## config.mk

```make
export PLATFORM = sky130hd
export DESIGN_NAME = pc_gen_unit
export DESIGN_NICKNAME = d
export VERILOG_FILES = /design/src/rtl/pc_gen_unit.sv
export SDC_FILE = /design/constraint.sdc
export NUM_CORES = 1
export LEC_CHECK = 0
export CAP_MARGIN = 20
export CORE_ASPECT_RATIO = 2
export CORE_MARGIN = 5
export CORE_UTILIZATION = 54
export CTS_CLUSTER_SIZE = 20
export DETAILED_ROUTE_END_ITERATION = 8
export GPL_TIMING_DRIVEN = 0
export PLACE_DENSITY = 0.92
export SLEW_MARGIN = 30
export SYNTH_ARGS = -nofsm -noshare
export SYNTH_HDL_FRONTEND = slang
export SYNTH_SLANG_ARGS = --single-unit
```

## constraint.sdc

```tcl
create_clock -name clk -period 7.15 [get_ports clk]
set_input_delay 1.43 -clock clk [delete_from_list [all_inputs] [get_ports clk]]
set_output_delay 1.43 -clock clk [all_outputs]
set_load 0.01 [all_outputs]
```

## src/rtl/pc_gen_unit.sv

```systemverilog
`default_nettype none
// ============================================================================
// Module   : pc_gen_unit
// Purpose  : Program-counter generation for the pipelined RISC-V core.
//            Owns the architectural fetch PC. Each cycle it picks the next PC
//            from these sources:
//              - sequential (pc + INC)
//              - jump to pc+imm
//              - jump to rs1+imm
//              - a taken conditional branch
//              - a redirect buffered while fetch was stalled.
//            A small FSM parks the PC at HALT_ADDR. A saturating counter
//            tracks redirects for performance monitoring.
// Ports    : clk          - core clock
//            reset        - synchronous, active-high reset
//            stall        - hold the PC this cycle (hazard unit)
//            ex_valid     - qualifies the EX-stage jump/branch inputs
//            jump_sel     - 01: jump to pc_imm, 10: jump to rs1_imm
//            branch_taken - conditional branch resolved taken
//            pc_imm       - pc+imm target
//            rs1_imm      - rs1+imm target (bit 0 already cleared)
//            pc           - current fetch PC (registered)
//            flush        - kill younger instructions (combinational)
//            halted       - FSM is parked in HALT
//            pend_valid   - a redirect target is buffered
//            redirect_cnt - saturating redirect count
// Revision : 1.0 - initial release
// ============================================================================
module pc_gen_unit #(
    parameter int              XLEN      = 64,
    parameter logic [XLEN-1:0] RESET_VEC = '0,
    parameter bit              HALT_EN   = 1'b1,
    parameter logic [XLEN-1:0] HALT_ADDR = XLEN'('h13c),
    parameter int              INC       = 4,
    parameter int              CNT_W     = 16
) (
    input  logic             clk,
    input  logic             reset,
    input  logic             stall,
    input  logic             ex_valid,
    input  logic [1:0]       jump_sel,
    input  logic             branch_taken,
    input  logic [XLEN-1:0]  pc_imm,
    input  logic [XLEN-1:0]  rs1_imm,
    output logic [XLEN-1:0]  pc,
    output logic             flush,
    output logic             halted,
    output logic             pend_valid,
    output logic [CNT_W-1:0] redirect_cnt
);

    localparam logic [XLEN-1:0] c_INC     = XLEN'(INC);
    localparam logic [1:0]      c_JMP_PC  = 2'b01;
    localparam logic [1:0]      c_JMP_RS1 = 2'b10;

    // FSM state encoding
    localparam logic [0:0] c_ST_RUN  = 1'b0;
    localparam logic [0:0] c_ST_HALT = 1'b1;

    logic [XLEN-1:0]  r_pc;
    logic [XLEN-1:0]  r_pend_pc;
    logic             r_pend_valid;
    logic [0:0]       r_state;
    logic [CNT_W-1:0] r_cnt;

    logic             w_redirect;
    logic [XLEN-1:0]  w_target;
    logic [XLEN-1:0]  w_pc_nxt;
    logic [XLEN-1:0]  w_pend_pc_nxt;
    logic             w_pend_valid_nxt;
    logic [0:0]       w_state_nxt;
    logic             w_cnt_sat;
    logic             w_at_halt;

    // ------------------------------------------------------------------
    // Redirect decode and target select.
    // The jump selectors outrank the branch. jump_sel==11 is treated as
    // "no jump", so a taken branch can still redirect in that case.
    // ------------------------------------------------------------------
    assign w_redirect = ex_valid &
                        ((jump_sel == c_JMP_PC) | (jump_sel == c_JMP_RS1) |
                         branch_taken);

    always_comb begin
        w_target = pc_imm;
        if (jump_sel == c_JMP_PC) begin
            w_target = pc_imm;
        end else if (jump_sel == c_JMP_RS1) begin
            w_target = rs1_imm;
        end else begin
            w_target = pc_imm;
        end
    end

    // Flush fires in the redirect cycle whatever the stall and FSM state
    // are. The younger instructions are wrong-path even when the new
    // target has to be buffered.
    assign flush = w_redirect & ~reset;

    assign w_at_halt = HALT_EN && (r_pc == HALT_ADDR);

    // ------------------------------------------------------------------
    // Next-state logic. The if/else chain encodes the priority order:
    // a live redirect, then stall, then the buffered redirect, then halt,
    // then sequential fetch.
    // ------------------------------------------------------------------
    always_comb begin
        w_pc_nxt         = r_pc;
        w_pend_pc_nxt    = r_pend_pc;
        w_pend_valid_nxt = r_pend_valid;
        w_state_nxt      = r_state;

        if (w_redirect && !stall) begin
            // A live redirect supersedes anything already buffered.
            w_pc_nxt         = w_target;
            w_pend_valid_nxt = 1'b0;
            w_state_nxt      = c_ST_RUN;
        end else if (w_redirect) begin
            // Fetch is frozen, so keep the target. The newest one wins.
            w_pend_pc_nxt    = w_target;
            w_pend_valid_nxt = 1'b1;
        end else if (stall) begin
            // Hold everything.
            w_pc_nxt = r_pc;
        end else if (r_pend_valid) begin
            w_pc_nxt         = r_pend_pc;
            w_pend_valid_nxt = 1'b0;
            w_state_nxt      = c_ST_RUN;
        end else if (r_state == c_ST_HALT) begin
            // Parked: wait for a redirect.
            w_pc_nxt = r_pc;
        end else if (w_at_halt) begin
            w_state_nxt = c_ST_HALT;
        end else begin
            w_pc_nxt = r_pc + c_INC;
        end
    end

    // ------------------------------------------------------------------
    // State registers
    // ------------------------------------------------------------------
    always_ff @(posedge clk) begin
        if (reset) begin
            r_pc         <= RESET_VEC;
            r_pend_pc    <= '0;
            r_pend_valid <= 1'b0;
            r_state      <= c_ST_RUN;
        end else begin
            r_pc         <= w_pc_nxt;
            r_pend_pc    <= w_pend_pc_nxt;
            r_pend_valid <= w_pend_valid_nxt;
            r_state      <= w_state_nxt;
        end
    end

    // ------------------------------------------------------------------
    // Redirect performance counter. Stalled redirects count too. The
    // counter sticks at all-ones so software never sees it wrap.
    // ------------------------------------------------------------------
    assign w_cnt_sat = &r_cnt;

    always_ff @(posedge clk) begin
        if (reset) begin
            r_cnt <= '0;
        end else if (w_redirect && !w_cnt_sat) begin
            r_cnt <= r_cnt + 1'b1;
        end
    end

    // ------------------------------------------------------------------
    // Outputs
    // ------------------------------------------------------------------
    assign pc           = r_pc;
    assign pend_valid   = r_pend_valid;
    assign redirect_cnt = r_cnt;

    generate
        if (HALT_EN) begin : g_halt_on
            assign halted = (r_state == c_ST_HALT);
        end else begin : g_halt_off
            assign halted = 1'b0;
        end
    endgenerate

endmodule
`default_nettype wire

```

==> results.py <==
metrics = {
    "final_layout": {
        "fill_cells": 1199,
        "seq_area_um2": 2920,
        "multi_input_area_um2": 5310,
        "drive_above_1_share": 0.0536,
        "post_layout_nonfiller_instances": 1567,
        "final_nets": 1489,
        "post-route-util": 0.742,
        "syn_to_final_growth_pct": 34.9,
        "finish.instance_area_um2": 11700,
    },
    "synth": {
        "syn_nets": 1254,
        "ys_seq_area_frac": 0.337,
        "synth-seq-cells": 146,
        "async_flop_share": 0,
        "synth_area_per_cell_um2": 7.78,
        "yosysWarnings": 0,
        "postSynthCellCount": 1115,
        "synth_edf_count": 0,
        "yosysUniqueCellTypes": 66,
        "ys.flop_type": "dfxtp_1",
        "synth_area_um2": 8670,
    },
    "global_routing": {
        "grt_pass1_wl_um": 69000,
        "antenna_found_initial": 4,
        "grt-ovfl-total": 0,
        "grt_pass1_vias": 11200,
        "grt_max_degree": 17,
        "grt.total_usage": 0.497,
    },
    "sta": {
        "post-route-period-util": 0.695,
        "setup_tns_ns": 0,
        "hold_viol": 0,
        "rsz0062_at_grt": "no",
        "min_period_ns": 4.97,
        "setup_violations": 0,
        "worstMarginPinSlew_ns": 1.13,
        "slew_violations": 0,
        "relSlewSlack": 0.243,
        "max_freq_ghz": 0.201,
        "finClkSkew_ns": 0.0109,
    },
    "job": {
        "drv_cap": 0,
    },
    "cts": {
        "cts.sinks": 146,
        "cts_setup_buffers": 0,
        "ctsHoldBuffers": 0,
        "clk_path_buf_depth": 2,
        "cts_made_buffers": 17,
        "htreeDepth": 4,
        "worstSkewPairLatency_ns": 0.45,
        "cts-root-buf": "clkbuf_16",
        "cts_tree": "done",
        "cts_resized": 0,
        "clkTransAtPathRegs_ns": 0.07,
    },
    "run_status": {
        "outcome": "finished, final reports clean",
    },
    "worst_setup_path": {
        "cp_max_fo": 10,
        "worst_r2r_endpoint": "pc[34]",
        "r2r-start": "pc[2]",
        "worst-r2r-setup-slack_ns": 3.62,
        "cp.required_ns": 7.51,
        "cp-start-kind": "primary input",
        "crit_path_end": "pc[37]",
        "startpoint": "jump_sel[0]",
        "reg2regPathDepth": 9,
        "crit_arrival_ns": 5.33,
        "end_kind": "flop",
        "crit_type": "primary input to flop",
    },
    "detailed_routing": {
        "first_iter_violations": 1572,
        "wl_per_cell_um": 29.9,
        "dr_total_vias": 11100,
        "antenna_left": 0,
        "wl_um": 46800,
        "vias_per_cell": 7.10,
        "drc": 0,
        "dr.pass1.iters": 8,
    },
    "die": {
        "rows": 65,
        "die_area_um2": 18900,
        "fp.dieH_um": 189,
        "fp.coreArea_um2": 15800,
        "io_pins": 218,
        "start_util": 0.550,
        "die_x_um": 99.6,
    },
    "worst_hold_path": {
        "worstHoldPathType": "flop to flop",
    },
    "power_and_ir_drop": {
        "power.leakage_nw": 3.90,
        "power_density_nw_per_um2": 205,
        "peakVddDrop_uv": 149,
    },
    "placed_design": {
        "dpl.hpwl_um": 34600,
        "place_area_um2": 11100,
        "dp_cells": 1532,
        "port_buffers": 216,
        "place_congestion": 1.08,
    },
}
==> cells in the mapped netlist (all sizes together), types with 5 or more instances <==
| cell type | number | area (µm²) |
|---|---|---|
| a211oi | 80 | 601 |
| a21oi | 56 | 280 |
| a311oi | 9 | 78.8 |
| a31oi | 19 | 119 |
| and2 | 12 | 76.3 |
| and3 | 15 | 95.1 |
| and4 | 13 | 114 |
| buf | 21 | 106 |
| clkbuf | 73 | 275 |
| dfxtp | 146 | 2920 |
| inv | 21 | 78.8 |
| mux2i | 69 | 691 |
| nand2 | 85 | 322 |
| nand2b | 12 | 75.1 |
| nand3 | 52 | 278 |
| nand4 | 29 | 211 |
| nor2 | 153 | 577 |
| nor3 | 29 | 145 |
| nor4 | 38 | 265 |
| o211ai | 6 | 45.0 |
| o21a | 5 | 37.5 |
| o21ai | 59 | 295 |
| o221a | 5 | 56.3 |
| o31a | 14 | 124 |
| o31ai | 6 | 45.0 |
| o32ai | 10 | 87.6 |
| or3 | 5 | 31.3 |
| or4 | 6 | 45.0 |
| xnor2 | 12 | 105 |
| xor2 | 15 | 131 |
==> power breakdown <==
group,total (mW),internal (mW),switching [mW],leakage [nW]
registers,0.936,0.866,0.0703,1.20
logic,0.533,0.223,0.310,2.41
clock network,0.933,0.529,0.404,0.285
total,2.40,1.62,0.784,3.90
==> worst max-delay path, cell delays in order <==
cell and delay (ns):
clkdlybuf4s50_1 0.48, inv_1 0.05, ha_1 0.28, nand2b_1 0.17, nand2_1 0.26, a21oi_1 0.65, nand2b_1 0.23, clkbuf_1 0.44
clkbuf_1 0.70, o31ai_2 0.39, a21oi_1 0.23
==> layout make-up <==
class / count / share of cell area
antenna: 3 / 0.000641
inverter: 21 / 0.00674
sequential: 146 / 0.250
buffer: 94 / 0.0326
timing repair buffer: 216 / 0.185
tap: 201 / 0.0215
clock inverter: 13 / 0.0128
multi-input combinational: 854 / 0.453
clock buffer: 19 / 0.0378
==> through the flow <==
stage	power, mW	hold slack [ns]	setup slack (ns)
2_1_floorplan	1.17	0.473	3.36
3_3_place_gp	1.44	0.481	1.99
3_5_place_dp	1.45	0.490	1.97
4_1_cts	2.35	0.497	2.35
5_1_grt	2.45	0.517	1.97
6_report	2.40	0.501	2.18
==> worst min path at each step <==
stage             startpoint       endpoint  slack [ns]  cells past startpoint
2_1_floorplan  r_pend_pc[10]  r_pend_pc[10]        0.47                      2
3_3_place_gp   r_pend_pc[11]  r_pend_pc[11]        0.48                      2
3_5_place_dp   r_pend_pc[10]  r_pend_pc[10]        0.49                      2
4_1_cts        r_pend_pc[10]  r_pend_pc[10]        0.50                      2
5_1_grt         r_pend_pc[0]   r_pend_pc[0]        0.52                      2
6_report       r_pend_pc[10]  r_pend_pc[10]        0.50                      2
==> metal layers <==
metal	GRT usage	vias to the layer above	routed length, µm
met4	0.488	0	5970
met2	0.811	1007	22200
met5	0	-	0
li1	-	4620	-
met1	0.465	5088	13500
met3	0.173	411	5150
==> registers in the layout (all words and copies together), names as in the netlist <==
signal        flops
halted            1
pc               64
pend_valid        1
r_pend_pc        64
redirect_cnt     16
==> cells in the final DEF, fill, tap and decap left out, types with 19 or more instances in the layout <==
cell               n
nor2_1           152
a31oi_1           19
nand3_1           50
o21ai_0           53
dfxtp_1          146
clkbuf_1          73
nor3_1            28
inv_1             21
nand4_1           27
nand2_1           84
a21oi_1           56
nor4_1            35
mux2i_1           69
a211oi_1          80
clkdlybuf4s50_1  216
==> kinds of logic (layout without fill, tap and decap cells) <==
| kind of cell | count (synthesis) | in the layout | synth area share |
|---|---|---|---|
| compound gates | 292 | 292 | 0.227 |
| xor+xnor | 27 | 27 | 0.0273 |
| fa+ha+maj | 4 | 4 | 0.00577 |
| buf+inv | 115 | 363 | 0.0531 |
| flops | 146 | 146 | 0.337 |
| mux | 71 | 71 | 0.0822 |
| other cells | 0 | 3 | 0 |
| simple gates | 460 | 460 | 0.268 |
Power figures use the tool's default switching activity.
